`src/rtl/muldiv_unit_if.sv`:
```
// muldiv_unit_if: request/result bundle between the EX-stage control unit and
// the multiply/divide sequencer.
//   start/op/src_a/src_b/flush : request side, driven by the control unit (master)
//   busy/done/hi/lo            : status and HI/LO contents, driven by the unit (slave)
interface muldiv_unit_if #(
  parameter int WIDTH = 32
);
  logic             start;
  logic [2:0]       op;
  logic [WIDTH-1:0] src_a;
  logic [WIDTH-1:0] src_b;
  logic             flush;
  logic             busy;
  logic             done;
  logic [WIDTH-1:0] hi;
  logic [WIDTH-1:0] lo;

  modport master (
    output start, op, src_a, src_b, flush,
    input  busy, done, hi, lo
  );

  modport slave (
    input  start, op, src_a, src_b, flush,
    output busy, done, hi, lo
  );
endinterface

```
`src/rtl/muldiv_unit.sv`:
```
// muldiv_unit: multi-cycle MULT/MULTU/DIV/DIVU sequencer owning HI/LO, plus MTHI/MTLO.
//   clk   : rising-edge clock
//   rst   : synchronous, active-high reset
//   bus   : muldiv_unit_if.slave
//           start/op/src_a/src_b sampled in IDLE only; flush cancels (priority over all)
//           busy = state != IDLE; done = one-cycle pulse when hi/lo take a mul/div result
// Sequence: IDLE -> CALC (WIDTH iterations) -> FIN (sign fix-up + write) -> IDLE.
// Signed ops run on magnitudes; the result signs are recorded at start and applied in FIN.
module muldiv_unit #(
  parameter int WIDTH = 32
) (
  input logic          clk,
  input logic          rst,
  muldiv_unit_if.slave bus
);
  localparam int CW = $clog2(WIDTH);

  localparam logic [2:0] OP_MULT  = 3'd1;
  localparam logic [2:0] OP_MULTU = 3'd2;
  localparam logic [2:0] OP_DIV   = 3'd3;
  localparam logic [2:0] OP_DIVU  = 3'd4;
  localparam logic [2:0] OP_MTHI  = 3'd5;
  localparam logic [2:0] OP_MTLO  = 3'd6;

  typedef enum logic [1:0] {IDLE, CALC, FIN} state_t;

  state_t               state_q, state_d;
  logic [CW-1:0]        cnt_q, cnt_d;
  logic [2*WIDTH-1:0]   acc_q, acc_d;      // mul: {partial product, multiplier}; div: low half = quotient
  logic [WIDTH-1:0]     rem_q, rem_d;      // div partial remainder (always < divisor)
  logic [WIDTH-1:0]     opb_q, opb_d;      // multiplicand / divisor magnitude
  logic                 is_div_q, is_div_d;
  logic                 neg_q, neg_d;      // product / quotient negative
  logic                 rem_neg_q, rem_neg_d;
  logic                 div0_q, div0_d;
  logic [WIDTH-1:0]     hi_q, hi_d, lo_q, lo_d;
  logic                 done_q, done_d;

  logic                 req_md, sgn_op;
  logic signed [WIDTH-1:0] a_s, b_s;
  logic [WIDTH-1:0]     a_mag, b_mag;
  logic [WIDTH:0]       mul_sum, div_shift, div_diff;
  logic [2*WIDTH-1:0]   prod;

  function automatic logic [WIDTH-1:0] neg_if(input logic [WIDTH-1:0] v, input logic en);
    return en ? ({WIDTH{1'b0}} - v) : v;
  endfunction

  function automatic logic [2*WIDTH-1:0] neg2_if(input logic [2*WIDTH-1:0] v, input logic en);
    return en ? ({(2*WIDTH){1'b0}} - v) : v;
  endfunction

  // request decode and operand magnitudes
  always_comb begin
    req_md = (bus.op == OP_MULT) || (bus.op == OP_MULTU) ||
             (bus.op == OP_DIV)  || (bus.op == OP_DIVU);
    sgn_op = (bus.op == OP_MULT) || (bus.op == OP_DIV);
    a_s    = bus.src_a;
    b_s    = bus.src_b;
    a_mag  = neg_if(bus.src_a, sgn_op && (a_s < 0));
    b_mag  = neg_if(bus.src_b, sgn_op && (b_s < 0));
  end

  // one iteration of shift-add / restoring shift-subtract
  always_comb begin
    mul_sum   = {1'b0, acc_q[2*WIDTH-1:WIDTH]} + {1'b0, opb_q};
    div_shift = {rem_q, acc_q[WIDTH-1]};
    div_diff  = div_shift - {1'b0, opb_q};
    prod      = neg2_if(acc_q, neg_q);
  end

  // state register
  always_ff @(posedge clk) begin
    if (rst) state_q <= IDLE;
    else     state_q <= state_d;
  end

  // next-state logic
  always_comb begin
    state_d = state_q;
    unique case (state_q)
      IDLE:    if (bus.start && !bus.flush && req_md) state_d = CALC;
      CALC:    if (bus.flush) state_d = IDLE;
               else if (cnt_q == CW'(WIDTH-1)) state_d = FIN;
      FIN:     state_d = IDLE;
      default: state_d = IDLE;
    endcase
  end

  // datapath / output logic
  always_comb begin
    cnt_d     = cnt_q;
    acc_d     = acc_q;
    rem_d     = rem_q;
    opb_d     = opb_q;
    is_div_d  = is_div_q;
    neg_d     = neg_q;
    rem_neg_d = rem_neg_q;
    div0_d    = div0_q;
    hi_d      = hi_q;
    lo_d      = lo_q;
    done_d    = 1'b0;
    unique case (state_q)
      IDLE: begin
        if (bus.start && !bus.flush) begin
          if (req_md) begin
            is_div_d  = (bus.op == OP_DIV) || (bus.op == OP_DIVU);
            neg_d     = sgn_op && ((a_s < 0) != (b_s < 0));
            rem_neg_d = sgn_op && (a_s < 0);
            div0_d    = (bus.src_b == '0);
            opb_d     = b_mag;
            acc_d     = {{WIDTH{1'b0}}, a_mag};
            rem_d     = '0;
            cnt_d     = '0;
          end else if (bus.op == OP_MTHI) begin
            hi_d = bus.src_a;
          end else if (bus.op == OP_MTLO) begin
            lo_d = bus.src_a;
          end
        end
      end
      CALC: begin
        cnt_d = (cnt_q == CW'(WIDTH-1)) ? '0 : cnt_q + CW'(1);
        if (!is_div_q) begin
          acc_d = acc_q[0] ? {mul_sum, acc_q[WIDTH-1:1]} : {1'b0, acc_q[2*WIDTH-1:1]};
        end else if (!div_diff[WIDTH]) begin
          rem_d = div_diff[WIDTH-1:0];
          acc_d = {acc_q[2*WIDTH-1:WIDTH], acc_q[WIDTH-2:0], 1'b1};
        end else begin
          rem_d = div_shift[WIDTH-1:0];
          acc_d = {acc_q[2*WIDTH-1:WIDTH], acc_q[WIDTH-2:0], 1'b0};
        end
      end
      FIN: begin
        if (!bus.flush) begin
          done_d = 1'b1;
          if (is_div_q) begin
            // a zero divisor leaves rem = |dividend|, so the sign fix restores src_a in hi
            hi_d = neg_if(rem_q, rem_neg_q);
            lo_d = div0_q ? {WIDTH{1'b1}} : neg_if(acc_q[WIDTH-1:0], neg_q);
          end else begin
            hi_d = prod[2*WIDTH-1:WIDTH];
            lo_d = prod[WIDTH-1:0];
          end
        end
      end
      default: ;
    endcase
  end

  always_ff @(posedge clk) begin
    if (rst) begin
      cnt_q  <= '0;
      hi_q   <= '0;
      lo_q   <= '0;
      done_q <= 1'b0;
    end else begin
      cnt_q  <= cnt_d;
      hi_q   <= hi_d;
      lo_q   <= lo_d;
      done_q <= done_d;
    end
    acc_q     <= acc_d;
    rem_q     <= rem_d;
    opb_q     <= opb_d;
    is_div_q  <= is_div_d;
    neg_q     <= neg_d;
    rem_neg_q <= rem_neg_d;
    div0_q    <= div0_d;
  end

  assign bus.busy = (state_q != IDLE);
  assign bus.done = done_q;
  assign bus.hi   = hi_q;
  assign bus.lo   = lo_q;
endmodule

```
`src/flat_wrapper.sv`:
```
// flat-port wrapper written by rule: the top's interface ports become plain ports
module muldiv_unit_flat 
#(
  parameter int WIDTH = 32
)
  (clk, rst, bus_start, bus_op, bus_src_a, bus_src_b, bus_flush, bus_busy, bus_done, bus_hi, bus_lo);
  muldiv_unit_if #(.WIDTH(WIDTH)) bus_i ();
  input logic clk;
  input logic rst;
  input wire logic [$bits(bus_i.start)-1:0] bus_start;
  input wire logic [$bits(bus_i.op)-1:0] bus_op;
  input wire logic [$bits(bus_i.src_a)-1:0] bus_src_a;
  input wire logic [$bits(bus_i.src_b)-1:0] bus_src_b;
  input wire logic [$bits(bus_i.flush)-1:0] bus_flush;
  output wire logic [$bits(bus_i.busy)-1:0] bus_busy;
  output wire logic [$bits(bus_i.done)-1:0] bus_done;
  output wire logic [$bits(bus_i.hi)-1:0] bus_hi;
  output wire logic [$bits(bus_i.lo)-1:0] bus_lo;
  assign bus_i.start = bus_start;
  assign bus_i.op = bus_op;
  assign bus_i.src_a = bus_src_a;
  assign bus_i.src_b = bus_src_b;
  assign bus_i.flush = bus_flush;
  assign bus_busy = bus_i.busy;
  assign bus_done = bus_i.done;
  assign bus_hi = bus_i.hi;
  assign bus_lo = bus_i.lo;
  muldiv_unit #(.WIDTH(WIDTH)) u_core (.clk(clk), .rst(rst), .bus(bus_i));
endmodule
```
`config.mk`:
```
export PLATFORM = sky130hd
export DESIGN_NAME = muldiv_unit_flat
export DESIGN_NICKNAME = d
export VERILOG_FILES = /design/src/rtl/muldiv_unit_if.sv /design/src/rtl/muldiv_unit.sv /design/src/flat_wrapper.sv
export SDC_FILE = /design/constraint.sdc
export NUM_CORES = 1
export LEC_CHECK = 0
export CAP_MARGIN = 20
export CORE_MARGIN = 2
export CORE_UTILIZATION = 45
export CTS_BUF_LIST = sky130_fd_sc_hd__clkbuf_16
export DETAILED_ROUTE_END_ITERATION = 12
export PLACE_DENSITY = 0.69
export SYNTH_ARGS = -nofsm -noshare
export SYNTH_HDL_FRONTEND = slang
export SYNTH_SLANG_ARGS = --single-unit
```
`constraint.sdc`:
```
create_clock -name clk -period 5.3 [get_ports clk]
set_clock_uncertainty 0.05 [all_clocks]
set_input_delay 0.795 -clock clk [delete_from_list [all_inputs] [get_ports clk]]
set_output_delay 0.795 -clock clk [all_outputs]
set_load 0.1 [all_outputs]
```
==> results.toml <==
[run_status]
status = "complete, no violations"

[route]
drc_errors = 0
drtPass1Iterations = 6
dr.max_layer_used = "met4"
route.met2.wl_microns = 21400
drt_iter0_markers = 1131
avgRoutedWirePerCell_microns = 19.5
wl_microns = 46700
avgViaCountPerCell = 6.06
ant_nets = 0
met1_length_microns = 21000
num_vias = 14500
wl_met3_microns = 3070

[yosys]
synth_ff_type = "edfxtp_1"
yosysTopAreaCell = "edfxtp_1"
synth_area_leaders = "edfxtp_1 25%, dfxtp_1 9.1%, xnor2_1 6.4%"
synthArstFlopShare = 0
synth-seq-cells = 204
synth.distinct_cells = 77
synth_cells = 1839
synth_fa_ha_area_frac = 0.0581
synthMuxAreaShare = 0.0483
synth_area_per_cell_sq_um = 8.57
yosys_warnings = 0
synth_xor_area_frac = 0.105
yosys.area_share.simple = 0.182
synth-compound-area-share = 0.224
ys_seq_area_frac = 0.343
synth_top_cell_area_share = 0.251
synth_top_family_by_area = "compound AO/OA/AOI/OAI gates"
synth_area_sq_um = 15800
synth_nets = 1982
synth_enable_flop_cells = 132

[sta]
rsz0062_at_grt = "no"
max_freq_ghz = 0.231
worst_pin_slew_ns = 1.08
setup_viol = 0
setup_ws_ns = 0.970
hold_violations = 0
hold_ws_ns = 0.401
min_period_ns = 4.33
tns_ns = 0
slew_violations = 0
fin_crit_sh = 0.817
relSlewSlack = 0.275

[finish]
final_nets = 2070
n_fill_cell = 3268
final_common_cell = "nor2_1"
final_cell_mix = "193 x nor2_1, 171 x a21oi_1, 149 x nand2_1"
antennaDiodeCount = 0
area_growth_pct = 16.3
drive_gt1_frac = 0.0504
finalNonFillerCells = 2399

[min_path]
min_path_type = "flip-flop to flip-flop"

[floorplanning]
core_sq_um = 34500
die-area_sq_um = 36500
ios = 137
fp-row-count = 68
initial_core_util = 0.456
die_y_microns = 191
die_w_microns = 191

[place]
post-place-ws_ns = 0.953
numPlacedInstances = 2354
hpwl_microns = 34500
gp_congestion = 0.911
numPortBuffers = 136

[clock_network]
htree_num_levels = 1
root_buffer = "clkbuf_16"
clk_latency_ns = 0.53
clock_path_buffers = 3
path_clk_slew_ns = 0.06
cts_resized = 0
cts_tree = "yes"
cts.sinks = 204
hold_buffers = 0
cts_setup_buffers = 0
cts_buffers = 25

[global_route]
grt_max_degree = 73
overflow = 0
grt_pass1_vias = 13700
antenna_found_initial = 0
track_usage = 0.250
grt_pass1_wl_microns = 73300

[power]
ir_drop_mv = 0.226
leakagePower_nw = 6.72
p_per_area_nw_per_um2 = 242

[worst_setup_path]
worstSetupStartpointType = "flip-flop"
end_kind = "flip-flop"
arrival_ns = 4.53
critPathKind = "flip-flop to flip-flop"
required_ns = 5.50
path_max_fanout = 32

[flow_run]
maxCapViolations = 0
[where the power goes]
part           internal, W  switching, W  total [W]
logic             0.000379      0.000557   0.000937
clock network     0.000947      0.000670    0.00162
registers          0.00178      0.000102    0.00189
total              0.00311       0.00133    0.00444
[registers in the layout (all words and copies together), names as in the netlist]
signal / flops
u_core.acc_q: 64
u_core.neg_q: 1
u_core.is_div_q: 1
u_core.rem_neg_q: 1
u_core.bus.lo: 32
u_core.bus.done: 1
u_core.opb_q: 32
u_core.cnt_q: 5
u_core.div0_q: 1
u_core.state_q: 2
u_core.bus.hi: 32
u_core.rem_q: 32
[logic make-up after synthesis]
logic type,Yosys count
and+or+nand+nor,589
AOI/OAI and AO/OA,542
DFF,204
xor gates and xnor gates,189
buffers and inverters,167
muxes,76
adders and majority gates,72
[worst paths after layout]
check	cells past startpoint	start	to	slack, ns
hold reg to reg	2	u_core.bus.lo[17]	u_core.bus.lo[17]	0.40
setup reg to reg	14	u_core.acc_q[31]	u_core.rem_q[11]	0.97
hold / removal	2	u_core.bus.lo[17]	u_core.bus.lo[17]	0.40
setup / recovery	14	u_core.acc_q[31]	u_core.rem_q[11]	0.97
[cell usage after synthesis (5+ instances only)]
master / number
o211ai_1: 25
nor4_1: 13
o41ai_1: 19
a21oi_1: 171
nor2_1: 194
or2_2: 6
xnor2_1: 115
a311oi_1: 12
nor2b_1: 20
o21ai_0: 103
buf_1: 20
a211oi_1: 31
nand2b_1: 22
inv_1: 67
ha_1: 70
o31ai_1: 32
a21boi_0: 5
o21ai_1: 12
nand4_1: 8
nand2_1: 149
nor4b_1: 5
edfxtp_1: 132
mux2i_1: 76
nor3_1: 41
a21o_1: 31
nand3_1: 36
or3_1: 27
and3_1: 14
and2_1: 7
o21bai_1: 6
xor2_1: 74
o21a_1: 15
dfxtp_1: 72
clkbuf_1: 75
o221ai_1: 28
a31oi_1: 9
or4_1: 23
[layout make-up]
class	instances	area [sq um]	share of cell area
inverters	67	251	0.0137
clock inverters	19	140	0.00764
repair buffers	161	1580	0.0860
well taps	455	569	0.0310
flip-flops and latches	204	5410	0.295
clock buffers	25	626	0.0341
multi-input cells	1468	9770	0.533
[critical path, stage by stage, from the launching register on]
cell and delay (ns):
edfxtp_1 0.53, inv_1 0.11, ha_1 0.18, inv_1 0.06, fa_1 0.42, a211oi_1 0.31
o211ai_1 0.16, a221o_1 0.33, a21oi_2 0.24, o31ai_2 0.15, o211a_1 0.35, a311oi_4 0.57
buf_12 0.29, mux2i_1 0.22, nor2_1 0.07
[metal layers]
| layer | global-route usage | vias to the layer above |
|---|---|---|
| li1 | - | 6966 |
| met1 | 0.344 | 6994 |
| met2 | 0.412 | 514 |
| met3 | 0.0279 | 73 |
| met4 | 0.0743 | 0 |
| met5 | 0 | - |
[through the flow]
step | util | power (W) | cell area, sq um
CTS | 0.530 | 0.00446 | 18300
detailed placement | 0.508 | 0.00284 | 17500
floorplan | - | 0.00255 | 15800
global route | 0.531 | 0.00463 | 18300
global placement | 0.508 | 0.00282 | 17500
finish | 0.531 | 0.00444 | 18300
No activity file was read; power rests on OpenSTA's default activity.
